===== src/rtl/cat_pkg.sv =====
// Shared definitions for the cat stream filter: attribute bit map, reset
// mask defaults and the match rule used by both the RTL and its model.
package cat_pkg;

  localparam int ATTR_BLACK      = 0;
  localparam int ATTR_RED        = 1;
  localparam int ATTR_STERILIZED = 2;
  localparam int ATTR_MALE       = 3;

  // Widest attribute vector the shared match function accepts.
  localparam int ATTR_MAX_W = 16;

  localparam logic [3:0] DEF_MUST_SET = 4'(1 << ATTR_STERILIZED);
  localparam logic [3:0] DEF_MUST_CLR = 4'(1 << ATTR_MALE);
  localparam logic [3:0] DEF_ANY_OF   = 4'((1 << ATTR_BLACK) | (1 << ATTR_RED));

  // Callers zero-extend narrower vectors; unused upper bits never affect the result.
  function automatic logic cat_match(input logic [ATTR_MAX_W-1:0] attr,
                                     input logic [ATTR_MAX_W-1:0] must_set,
                                     input logic [ATTR_MAX_W-1:0] must_clr,
                                     input logic [ATTR_MAX_W-1:0] any_of);
    return ((attr & must_set) == must_set) &&
           ((attr & must_clr) == '0) &&
           ((any_of == '0) || (|(attr & any_of)));
  endfunction

endpackage


===== src/rtl/cat_id_fifo.sv =====
// Synchronous FIFO with separate wrap-around pointers and an occupancy count;
// the head word is shown combinationally and reads as zero when empty.
module cat_id_fifo
  import cat_pkg::*;
#(
  parameter int DATA_W = 8,
  parameter int DEPTH  = 4
) (
  input  logic                       clk,
  input  logic                       rst_n,
  input  logic                       push,
  input  logic [DATA_W-1:0]          din,
  input  logic                       pop,
  output logic [DATA_W-1:0]          dout,
  output logic                       full,
  output logic                       empty,
  output logic [$clog2(DEPTH):0]     count
);

  localparam int                PTR_W   = $clog2(DEPTH);
  localparam logic [PTR_W-1:0]  PTR_ONE = PTR_W'(1);
  localparam logic [PTR_W:0]    CNT_ONE = (PTR_W + 1)'(1);
  localparam logic [PTR_W:0]    DEPTH_C = (PTR_W + 1)'(DEPTH);

  logic [DATA_W-1:0] mem_q [DEPTH];
  logic [DATA_W-1:0] mem_d [DEPTH];
  logic [PTR_W-1:0]  wr_ptr_q, wr_ptr_d;
  logic [PTR_W-1:0]  rd_ptr_q, rd_ptr_d;
  logic [PTR_W:0]    count_q, count_d;
  logic              do_push, do_pop;

  assign full    = (count_q == DEPTH_C);
  assign empty   = (count_q == '0);
  assign count   = count_q;
  assign dout    = empty ? '0 : mem_q[rd_ptr_q];
  assign do_push = push && !full;
  assign do_pop  = pop && !empty;

  always_comb begin
    // NOTE: every output gets a default first so no path through the block can infer a latch.
    mem_d    = mem_q;
    wr_ptr_d = wr_ptr_q;
    rd_ptr_d = rd_ptr_q;
    count_d  = count_q;
    if (do_push) begin
      mem_d[wr_ptr_q] = din;
      wr_ptr_d        = wr_ptr_q + PTR_ONE;
    end
    if (do_pop) begin
      rd_ptr_d = rd_ptr_q + PTR_ONE;
    end
    case ({do_push, do_pop})
      2'b10:   count_d = count_q + CNT_ONE;
      2'b01:   count_d = count_q - CNT_ONE;
      default: count_d = count_q;
    endcase
  end

  // NOTE: storage is not reset; emptiness is tracked by count_q and dout is masked when empty.
  always_ff @(posedge clk) begin
    mem_q <= mem_d;
  end

  always_ff @(posedge clk or negedge rst_n) begin
    // NOTE: sequential state uses non-blocking assignments so all flops update together.
    if (!rst_n) begin
      wr_ptr_q <= '0;
      rd_ptr_q <= '0;
      count_q  <= '0;
    end else begin
      wr_ptr_q <= wr_ptr_d;
      rd_ptr_q <= rd_ptr_d;
      count_q  <= count_d;
    end
  end

endmodule


===== src/rtl/cat_stream_filter.sv =====
// Streaming cat selector: accepts records, tests them against programmable
// masks, queues matching IDs and keeps saturating seen/match statistics.
module cat_stream_filter
  import cat_pkg::*;
#(
  parameter int                ATTR_W       = 4,
  parameter int                ID_W         = 8,
  parameter int                DEPTH        = 4,
  parameter int                CNT_W        = 16,
  parameter logic [ATTR_W-1:0] RST_MUST_SET = ATTR_W'(DEF_MUST_SET),
  parameter logic [ATTR_W-1:0] RST_MUST_CLR = ATTR_W'(DEF_MUST_CLR),
  parameter logic [ATTR_W-1:0] RST_ANY_OF   = ATTR_W'(DEF_ANY_OF)
) (
  input  logic              Clk,
  input  logic              ResetN,
  input  logic              InValid,
  output logic              InReady,
  input  logic [ID_W-1:0]   InId,
  input  logic [ATTR_W-1:0] InAttr,
  input  logic              CfgLoad,
  input  logic [ATTR_W-1:0] CfgMustSet,
  input  logic [ATTR_W-1:0] CfgMustClr,
  input  logic [ATTR_W-1:0] CfgAnyOf,
  output logic              OutValid,
  input  logic              OutReady,
  output logic [ID_W-1:0]   OutId,
  input  logic              ClearStats,
  output logic [CNT_W-1:0]  SeenCount,
  output logic [CNT_W-1:0]  MatchCount
);

  localparam int               PTR_W   = $clog2(DEPTH);
  localparam logic [PTR_W:0]   DEPTH_C = (PTR_W + 1)'(DEPTH);
  localparam logic [CNT_W-1:0] CNT_MAX = '1;
  localparam logic [CNT_W-1:0] CNT_ONE = CNT_W'(1);

  logic [ATTR_W-1:0] must_set_q, must_set_d;
  logic [ATTR_W-1:0] must_clr_q, must_clr_d;
  logic [ATTR_W-1:0] any_of_q, any_of_d;
  logic [CNT_W-1:0]  seen_q, seen_d;
  logic [CNT_W-1:0]  match_q, match_d;
  logic              accept, rec_match, fifo_push, fifo_pop;
  logic              fifo_full, fifo_empty;
  logic [PTR_W:0]    fifo_count;

  // Ready depends only on registered occupancy, never on OutReady.
  assign InReady   = (fifo_count < DEPTH_C);
  assign accept    = InValid && InReady;
  assign rec_match = cat_match(ATTR_MAX_W'(InAttr), ATTR_MAX_W'(must_set_q),
                               ATTR_MAX_W'(must_clr_q), ATTR_MAX_W'(any_of_q));
  assign fifo_push = accept && rec_match;
  assign OutValid  = !fifo_empty;
  assign fifo_pop  = OutValid && OutReady;

  // New masks take effect from the next edge, so a record in the load cycle sees the old ones.
  always_comb begin
    must_set_d = must_set_q;
    must_clr_d = must_clr_q;
    any_of_d   = any_of_q;
    if (CfgLoad) begin
      must_set_d = CfgMustSet;
      must_clr_d = CfgMustClr;
      any_of_d   = CfgAnyOf;
    end
  end

  always_comb begin
    seen_d  = seen_q;
    match_d = match_q;
    if (ClearStats) begin
      seen_d  = '0;
      match_d = '0;
    end else if (accept) begin
      if (seen_q != CNT_MAX) seen_d = seen_q + CNT_ONE;
      if (rec_match && (match_q != CNT_MAX)) match_d = match_q + CNT_ONE;
    end
  end

  always_ff @(posedge Clk or negedge ResetN) begin
    if (!ResetN) begin
      must_set_q <= RST_MUST_SET;
      must_clr_q <= RST_MUST_CLR;
      any_of_q   <= RST_ANY_OF;
      seen_q     <= '0;
      match_q    <= '0;
    end else begin
      must_set_q <= must_set_d;
      must_clr_q <= must_clr_d;
      any_of_q   <= any_of_d;
      seen_q     <= seen_d;
      match_q    <= match_d;
    end
  end

  assign SeenCount  = seen_q;
  assign MatchCount = match_q;

  cat_id_fifo #(
    .DATA_W (ID_W),
    .DEPTH  (DEPTH)
  ) u_fifo (
    .clk   (Clk),
    .rst_n (ResetN),
    .push  (fifo_push),
    .din   (InId),
    .pop   (fifo_pop),
    .dout  (OutId),
    .full  (fifo_full),
    .empty (fifo_empty),
    .count (fifo_count)
  );

  full_flag_consistent : assert property (@(posedge Clk) disable iff (!ResetN)
    fifo_full == (fifo_count == DEPTH_C));

endmodule


===== config.mk =====
export PLATFORM = sky130hd
export DESIGN_NAME = cat_stream_filter
export DESIGN_NICKNAME = d
export VERILOG_FILES = /design/src/rtl/cat_pkg.sv /design/src/rtl/cat_id_fifo.sv /design/src/rtl/cat_stream_filter.sv
export SDC_FILE = /design/constraint.sdc
export NUM_CORES = 1
export LEC_CHECK = 0
export ABC_AREA = 1
export BUFFER_PORTS_ARGS = -buffer_cell sky130_fd_sc_hd__buf_2
export CAP_MARGIN = 20
export CELL_PAD_IN_SITES_DETAIL_PLACEMENT = 2
export CELL_PAD_IN_SITES_GLOBAL_PLACEMENT = 2
export CORE_MARGIN = 10
export CORE_UTILIZATION = 30
export DETAILED_ROUTE_END_ITERATION = 8
export GPL_ROUTABILITY_DRIVEN = 0
export PLACE_DENSITY = 0.69
export SYNTH_ARGS = -nofsm -noshare
export SYNTH_HDL_FRONTEND = slang
export SYNTH_HIERARCHICAL = 1
export SYNTH_SLANG_ARGS = --single-unit

===== constraint.sdc =====
create_clock -name Clk -period 5.9 [get_ports Clk]
set_input_delay 1.18 -clock Clk [delete_from_list [all_inputs] [get_ports Clk]]
set_output_delay 1.18 -clock Clk [all_outputs]
set_load 0.05 [all_outputs]

==> qor.yml, run 1 <==
clock_skew_ns: 0.00638
reg2regPathDepth: 8
cts_tree: "yes"
start_kind: "register"
clk_pin_slew_ns: 0.06
layout-drive-gt1-share_pct: 25.0
hpwl_mm: 10.2
reg2reg_to: "u_fifo/count[1]"
cts.htree.levels: 3
grt_pass1_wl_mm: 23.0
tightest_slew_ns: 0.784
die_w_um: 145
critPathKind: "reg2out"
synth_fp_nets: 588
fp-row-count: 45
via_per_inst: 4.65
fmax_ghz: 0.310
syn_area_sq_um: 4700
wire_per_inst_um: 16.5
final-instance-count-excl-fill: 838
n_antenna_cell: 0
endpoint: "OutId[1]"
io_pins: 72
syn_avg_cell_area_sq_um: 8.54
netlist_instances: 550
power.total_mw: 1.85
min_period_ns: 3.23
fp.coreArea_sq_um: 15300
drv_cap: 0
antenna_found_initial: 0
syn_to_final_growth_pct: 16.7
status: "complete, no violations"
grtUsageTotal_pct: 13.5
drv_slew: 0
power_density_nw_per_um2: 338
drt-pass1-iter-count: 4
critPathLaunch: "u_fifo/rd_ptr_q[0]"
cts_inserted_buffers: 9
vdd_drop_max_uv: 138
max_slew_margin_pct: 47.7
start_util_pct: 30.8
die_y_um: 145
ctsHoldBuffers: 0
drc: 0
crit-reg2reg-launch: "u_fifo/count[2]"
grt_max_degree: 52
drtIter0Drc: 129
nNetsFinal: 660
tns_ns: 0
clk_root_buffer_cell: "clkbuf_16"
placed_cell_area_sq_um: 5200
setup_viol: 0
p_leak_nw: 2.61
cp.required_ns: 4.72
rsz0062_at_grt: "false"
end_kind: "primary output"
period_share_pct: 54.7
totalWireLength_mm: 13.8
clock-sinks: 83
postCtsSetupBuffers: 0
dp_cells: 822
postCtsResizedCells: 0
hp-class: "reg2reg"
crit_fanout: 19
cp.arrival_ns: 2.05
clock_path_buffers: 2
vias: 3894
overflow: 0
die_area_sq_um: 21100
yosysWarnings: 6
reg2reg_slack_ns: 3.29
detail-route-antenna-nets: 0
grt_pass1_vias: 4431
io_buffers: 71
insertion_delay_ns: 0.35
fin_area_sq_um: 5480
hold_viol: 0
-- power breakdown --
group          total (mW)  switching (mW)  internal [mW]
combinational       0.603           0.442          0.161
sequential          0.713          0.0712          0.641
clock               0.538           0.252          0.287
-- worst min path at each step --
stage	start	to	slack (ns)	depth (start not counted)
after floorplan	u_fifo/count[0]	u_fifo/count[0]	0.47	1
after global placement	u_fifo/count[0]	u_fifo/count[0]	0.48	1
after detailed placement	must_clr_q[2]	must_clr_q[2]	0.51	1
after CTS	u_fifo/count[0]	u_fifo/count[0]	0.52	1
after global routing	must_clr_q[2]	must_clr_q[2]	0.54	1
final	u_fifo/count[0]	u_fifo/count[0]	0.51	1
-- registers in the layout, summed over array words and instances, names as in the netlist --
| name | count |
|---|---|
| u_fifo/count | 3 |
| must_clr_q | 4 |
| SeenCount | 16 |
| u_fifo/mem_q | 32 |
| u_fifo/rd_ptr_q | 2 |
| MatchCount | 16 |
| any_of_q | 4 |
| must_set_q | 4 |
| u_fifo/wr_ptr_q | 2 |
-- worst max-delay path: stages, from the launching register on --
cell	delay, ns
dfrtp_1	0.85
inv_6	0.17
nand2_1	0.10
nand3_1	0.09
a21oi_1	0.17
buf_2	0.30
-- layout by cell type, fill, tap and decap left out, types with 5 or more instances in the layout --
master	n
xor2_1	10
buf_2	71
edfxtp_1	32
nor2_2	8
dfrtp_1	47
nand3_1	62
clkbuf_16	9
inv_1	74
nor2_1	36
nand2_1	157
nor2_4	5
ha_1	7
inv_2	5
nand4_1	8
o21ai_0	12
a21oi_1	9
nand3_2	17
mux2_2	12
xnor2_1	5
nand2_2	10
-- area by class of cell --
type / count / area (sq um)
clock inverters: 7 / 52.6
flip-flops and latches: 83 / 2240
well taps: 211 / 264
clock buffers: 9 / 225
multi-input cells: 373 / 2010
repair buffers: 73 / 370
inverters: 82 / 313
fillers: 1796 / 9780
-- routing by layer --
| metal | vias to the layer above | GRT usage (%) | routed length (um) |
|---|---|---|---|
| met5 | - | 0 | 0 |
| met4 | 0 | 4.90 | 202 |
| met3 | 13 | 3.26 | 507 |
| met2 | 60 | 23.5 | 6920 |
| met1 | 1924 | 15.6 | 6200 |
| li1 | 1897 | - | - |
-- metrics by stage --
step	util (%)	worst slack (ns)	hold WS (ns)
after floorplan	-	2.98	0.466
after global placement	34.1	2.63	0.479
after detailed placement	34.1	2.51	0.506
after CTS	35.9	2.65	0.516
after global routing	35.9	2.53	0.539
final	35.9	2.67	0.511
Note: power is estimated with default switching activity, not from simulation.
==> inputs of run 2 (changes only) <==
--- a/config.mk
+++ b/config.mk
@@ -5,7 +5,7 @@
 export SDC_FILE = /design/constraint.sdc
 export NUM_CORES = 1
 export LEC_CHECK = 0
-export ABC_AREA = 1
+export ABC_AREA = 0
 export BUFFER_PORTS_ARGS = -buffer_cell sky130_fd_sc_hd__buf_2
 export CAP_MARGIN = 20
 export CELL_PAD_IN_SITES_DETAIL_PLACEMENT = 2
@@ -14,7 +14,7 @@
 export CORE_UTILIZATION = 30
 export DETAILED_ROUTE_END_ITERATION = 8
 export GPL_ROUTABILITY_DRIVEN = 0
-export PLACE_DENSITY = 0.69
+export PLACE_DENSITY = 0.67
 export SYNTH_ARGS = -nofsm -noshare
 export SYNTH_HDL_FRONTEND = slang
 export SYNTH_HIERARCHICAL = 1
==> constraint.sdc (replaced) <==
create_clock -name Clk -period 2.64 [get_ports Clk]
set_input_delay 0.528 -clock Clk [delete_from_list [all_inputs] [get_ports Clk]]
set_output_delay 0.528 -clock Clk [all_outputs]
set_load 0.05 [all_outputs]
==> run 2 against run 1 <==
Compared with the run above: synthesized area decreased by 15%; critical endpoint is now u_fifo/count[2]; setup slack got worse by 2.5 ns; highest routed layer unchanged; register-to-register slack got worse by 3.1 ns; largest cell class unchanged.
==> qor.yml, run 2 <==
yosysTopAreaCellShare_pct: 29.5
switching_share_pct: 33.8  # -7.5 points
synth-seq-cells: 83
clk_pin_slew_ns: 0.07  # about the same
synth.most_common_cell: "dfrtp_1"
reg2reg_slack_ns: 0.18  # -3.11 ns
synth_edf_count: 32
hold_ws_ns: 0.255  # -0.256 ns
place_ws_ns: -0.0583  # -2.57 ns
hp-class: "in2async"
drv_cap: 0  # unchanged
synth_top_family_by_area: "simple AND/OR/NAND/NOR gates"
final_cell_mix: "71 x buf_2, 47 x dfrtp_1, 32 x edfxtp_1"
setup_viol: 0  # unchanged
tightest_slew_ns: 0.768  # -0.0154 ns
drtIter0Drc: 67  # -48%
via_per_inst: 4.96  # +6.8%
rsz0062_at_grt: "false"
yosys-top-cells-area: "dfrtp_1 29%, edfxtp_1 24%, mux4_2 4.5%, mux2_2 3.7%, xor2_1 2.9%"
fmax_ghz: 0.407
grtUsageTotal_pct: 12.8  # -0.70 points
wire_per_inst_um: 18.5  # +12%
synth_compound_area_share_pct: 8.30
syn_to_final_growth_pct: 25.7
cp.required_ns: 2.87  # -1.85 ns
clock-sinks: 83  # unchanged
cts_inserted_buffers: 9  # unchanged
vias: 2958  # -24%
overflow: 0  # unchanged
synth_fp_nets: 368  # -37%
area.sequential_sq_um: 2240  # unchanged
die_area_sq_um: 18300  # -13%
synthSimpleGateAreaFrac_pct: 16.0
start_kind: "register"
grt_pass1_wl_mm: 18.5  # -20%
yosysWarnings: 6  # unchanged
fp-row-count: 42  # -6.7%
period_share_pct: 93.2
netlist_instances: 330  # -40%
grt_pass1_vias: 3379  # -24%
clock_skew_ns: 0.00578  # -0.000600 ns
power_frac_comb_pct: 28.2  # -4.3 points
power.switching_mw: 1.43  # +87%
nNetsFinal: 453  # -31%
n_antenna_cell: 0  # unchanged
power_density_nw_per_um2: 844  # +150%
yosys.area.top_type: "dfrtp_1"
layout-drive-gt1-share_pct: 34.0  # +9.0 points
fin_util_pct: 38.2  # +2.3 points
syn_area_sq_um: 3990  # -15%
synthFlopType: "dfrtp_1"
hpwl_mm: 8.12  # -21%
totalWireLength_mm: 11.1  # -20%
detail-route-antenna-nets: 0  # unchanged
antenna_found_initial: 0  # unchanged
critPathKind: "reg2reg"
cp.arrival_ns: 2.69  # +0.64 ns
max_slew_margin_pct: 48.8  # +1.0 points
multi_input_area_sq_um: 1620  # -20%
grt_max_degree: 31  # -40%
min_period_ns: 2.46
largest_reg_flops: 32  # unchanged
syn_avg_cell_area_sq_um: 12.1  # +42%
async_reset_ff_share_pct: 61.4
status: "complete, no violations"
postCtsResizedCells: 0  # unchanged
vdd_drop_max_uv: 396  # +190%
synthAdderAreaFrac_pct: 2.70
io_pins: 72  # unchanged
postCtsSetupBuffers: 0  # unchanged
drt-pass1-iter-count: 4  # unchanged
ctsHoldBuffers: 0  # unchanged
synth-seq-area-share_pct: 56.2
end_kind: "register"
insertion_delay_ns: 0.35  # about the same
crit_fanout: 2  # -17
layout_commonest_cell: "buf_2"
drv_slew: 0  # unchanged
clk_root_buffer_cell: "clkbuf_16"
synth_xor_area_share_pct: 3.95
p_int_mw: 2.80  # +160%
die_w_um: 135  # -6.7%
setup_ws_ns: 0.180  # -2.49 ns
fp.coreArea_sq_um: 13100  # -14%
io_buffers: 71  # unchanged
clock_path_buffers: 2  # unchanged
synth_mux_area_share_pct: 9.31
drc: 0  # unchanged
p_leak_nw: 2.08  # -20%
power_frac_clock_pct: 35.3  # +6.3 points
synth_commonest_cells: "47 x dfrtp_1, 32 x edfxtp_1, 23 x nor2_1"
hold_viol: 0  # unchanged
fill_cells: 1396  # -22%
start_util_pct: 30.4  # -0.38 points
cts_tree: "yes"
synth_cell_types: 49
die_y_um: 135  # -6.7%
largest-register: "u_fifo/mem_q"
seqPwrFrac_pct: 36.5  # -1.9 points
cts.htree.levels: 3  # unchanged
run 2: cell count changes in the layout (fill, tap and decap cells not counted), sizes merged, moves of 6 or more:
cell,change
and2,+14
and3,+8
buf,+16
inv,-64
mux4,+8
nand2,-153
nand3,-66
nor2,-26
nor2b,+7
nor3,+6
o2111ai,+6
o31ai,+6
or4,+10
run 2: critical path, cell delays in order (launching register included):
cell,delay [ns]
dfrtp_1,0.39
a22oi_1,0.19
nand2_1,0.10
or4_4,0.55
inv_2,0.07
nor2b_4,0.14
inv_1,0.05
ha_2,0.18
inv_1,0.07
fa_2,0.19
xor2_1,0.16
nor2_1,0.09
xor2_1,0.15
run 2: logic make-up after synthesis:
group / count (synthesis)
compound gates: 51
xor+xnor: 18
fa+ha+maj: 8
buf+inv: 31
flops: 83
mux: 25
simple gates: 114
run 2: power groups by stage:
stage	Clock [mW]	Sequential (mW)	Combinational (mW)
floorplan	0	1.55	0.919
global placement	0	1.57	1.18
detailed placement	0	1.58	1.22
CTS	1.55	1.55	1.23
global route	1.60	1.56	1.31
finish	1.50	1.54	1.19
run 2: stage by stage:
stage	TNS, ns	std cells	area (sq um)	power (mW)
5_1_grt	0	596	5020	4.47
4_1_cts	0	596	5020	4.32
3_5_place_dp	-0.0583	580	4670	2.80
2_1_floorplan	0	330	4000	2.47
6_report	0	596	5020	4.23
3_3_place_gp	0	580	4670	2.74
run 2: final timing paths:
check,start,to,depth (start not counted)
worst min register to register,must_clr_q[0],must_clr_q[0],1
worst max register to register,must_clr_q[1],u_fifo/count[2],12
worst min-delay path,ResetN,MatchCount[5],1
worst max-delay path,must_clr_q[1],u_fifo/count[2],12
min in group Clk,InId[6],u_fifo/mem_q[14],1
max in group asynchronous,ResetN,MatchCount[9],2
run 2: layer usage:
metal / share of wire, % / vias to the layer above / track usage, %
met5: 0 / - / 0
met4: 1.1 / 0 / 4.31
met3: 5.3 / 10 / 4.38
met2: 51 / 51 / 21.3
met1: 43 / 1523 / 14.9
li1: - / 1374 / -
run 2: cell type report:
| type | instances | share of cell area [%] |
|---|---|---|
| multi-input combinational | 216 | 32.2 |
| inverter | 16 | 1.20 |
| timing repair buffer | 89 | 10.5 |
| clock buffer | 9 | 4.49 |
| tap | 176 | 4.39 |
| clock inverter | 7 | 2.47 |
| sequential | 83 | 44.7 |
==> inputs of run 3 (changes only) <==
--- a/config.mk
+++ b/config.mk
@@ -15,6 +15,7 @@
 export DETAILED_ROUTE_END_ITERATION = 8
 export GPL_ROUTABILITY_DRIVEN = 0
 export PLACE_DENSITY = 0.67
+export SETUP_SLACK_MARGIN = 0.2
 export SYNTH_ARGS = -nofsm -noshare
 export SYNTH_HDL_FRONTEND = slang
 export SYNTH_HIERARCHICAL = 1
==> run 3 against run 2 <==
Compared with the run above: combinational power barely moved; via count down 0.51%; clock power shrank 3%; die area did not move; sequential cell count did not move; total power fell by 0.70%; setup slack improved by 0.070 ns; clock skew increased by 0.0017 ns; first-iteration DRC count increased by 30%; critical path type unchanged.
==> qor.yml, run 3 (synthesized netlist as in run 2, its figures left out) <==
status: "complete, no violations"
setup_viol: 0  # unchanged
fmax_ghz: 0.418  # +2.9%
syn_to_final_growth_pct: 25.6  # about the same
totalWireLength_mm: 10.8  # -2.6%
dp_cells: 577  # -0.52%
clock-sinks: 83  # unchanged
cts_tree: "yes"
start_kind: "register"
vias: 2943  # -0.51%
tightest_slew_ns: 0.570  # -0.198 ns
vdd_drop_max_uv: 264  # -33%
cts_inserted_buffers: 9  # unchanged
largest_reg_flops: 32  # unchanged
die_area_sq_um: 18300  # unchanged
drt-pass1-iter-count: 4  # unchanged
via_per_inst: 4.95  # -0.17%
multi_input_area_sq_um: 1630  # +0.77%
clk_root_buffer_cell: "clkbuf_16"
overflow: 0  # unchanged
max_slew_margin_pct: 61.7  # +13 points
crit_fanout: 2  # unchanged
clock_skew_ns: 0.00751  # +0.00173 ns
n_antenna_cell: 0  # unchanged
drv_slew: 0  # unchanged
fp-row-count: 42  # unchanged
io_buffers: 71  # unchanged
wire_per_inst_um: 18.1  # -2.2%
drc: 0  # unchanged
ctsHoldBuffers: 0  # unchanged
final-instance-count-excl-fill: 594  # -0.34%
grt_pass1_wl_mm: 18.2  # -1.9%
nNetsFinal: 451  # -0.44%
setup_ws_ns: 0.250  # +0.0697 ns
end_kind: "register"
place_ws_ns: -0.0876  # -0.0293 ns
fin_util_pct: 38.2  # about the same
antenna_found_initial: 0  # unchanged
drv_cap: 0  # unchanged
power_density_nw_per_um2: 838  # -0.65%
hold_viol: 0  # unchanged
area.sequential_sq_um: 2250  # +0.17%
die_y_um: 135  # unchanged
min_period_ns: 2.39  # -0.0697 ns
grt_pass1_vias: 3425  # +1.4%
final_cell_mix: "71 x buf_2, 46 x dfrtp_1, 32 x edfxtp_1"
cp.required_ns: 2.87  # about the same
grt_max_degree: 52  # +68%
start_util_pct: 30.4  # unchanged
insertion_delay_ns: 0.35  # about the same
hp-class: "in2async"
layout_commonest_cell: "buf_2"
layout-drive-gt1-share_pct: 34.7  # +0.64 points
hpwl_mm: 8.01  # -1.4%
grtUsageTotal_pct: 12.5  # -0.28 points
die_w_um: 135  # unchanged
cp.arrival_ns: 2.62  # -0.07 ns
detail-route-antenna-nets: 0  # unchanged
largest-register: "u_fifo/mem_q"
clk_pin_slew_ns: 0.06  # about the same
drtIter0Drc: 87  # +30%
fp.coreArea_sq_um: 13100  # unchanged
p_leak_nw: 2.07  # -0.59%
cts.htree.levels: 3  # unchanged
fill_cells: 1422  # +1.9%
critPathKind: "reg2reg"
rsz0062_at_grt: "true"
io_pins: 72  # unchanged
tns_ns: 0  # unchanged
period_share_pct: 90.5  # -2.6 points
clock_path_buffers: 2  # unchanged
==> run 3: changes by cell type in the layout (fill, tap and decap cells not counted), sizes merged <==
cell	before	now
clkinv	2	0
clkinvlp	1	2
clkbuf	9	10
buf	89	87
==> run 3: through the flow <==
step / instance area [sq um] / power (mW) / hold slack [ns]
2_1_floorplan: 4010 / 2.47 / 0.232
3_3_place_gp: 4650 / 2.73 / 0.504
4_1_cts: 4990 / 4.27 / 0.180
3_5_place_dp: 4650 / 2.78 / 0.504
5_1_grt: 5010 / 4.45 / 0.178
6_report: 5010 / 4.20 / 0.162
==> run 3: what timing repair did <==
item,4_1_cts,5_1_grt
gates resized for setup,2,4
pin swaps,0,6
endpoints found under the setup margin,16,12
setup buffers,0,1
==> run 3: critical path, cell delays in order, from the launching register on <==
cell	delay (ns)
dfrtp_1	0.42
nor2b_4	0.17
o221ai_2	0.12
or4_4	0.56
inv_4	0.07
nor2b_4	0.14
inv_2	0.05
ha_4	0.15
inv_2	0.05
fa_2	0.18
xor2_1	0.15
nor2_1	0.07
xor2_1	0.14
==> run 3: worst paths after layout <==
kind                       slack, ns              end       startpoint  cells after the start
max in group asynchronous       2.17    must_set_q[2]           ResetN                      2
min in group Clk                0.39  u_fifo/mem_q[1]          InId[1]                      1
setup reg to reg                0.25  u_fifo/count[2]  u_fifo/count[2]                     12
hold reg to reg                 0.51    must_set_q[3]    must_set_q[3]                      1
setup / recovery                0.25  u_fifo/count[2]  u_fifo/count[2]                     12
hold / removal                  0.16   MatchCount[13]           ResetN                      2
==> run 3: power breakdown <==
group / switching (mW) / internal [mW]
clock network: 0.527 / 0.928
registers: 0.137 / 1.44
logic: 0.718 / 0.452
total: 1.38 / 2.82
==> run 3: metal layers <==
layer  part of all wire [%]  up-vias  global-route usage (%)  wire length (um)
li1                       -     1371                       -                 -
met1                     43     1499                    13.9              4660
met2                     50       58                    21.6              5400
met3                    5.3       15                    4.23               571
met4                    1.3        0                    4.49               138
met5                      0        -                       0                 0
==> run 3: cell type report <==
class | instances | share of cell area [%]
timing repair buffer | 87 | 10.2
clock inverter | 6 | 2.27
multi-input combinational | 216 | 32.5
inverter | 16 | 1.25
tap | 176 | 4.39
clock buffer | 10 | 4.57
sequential | 83 | 44.8
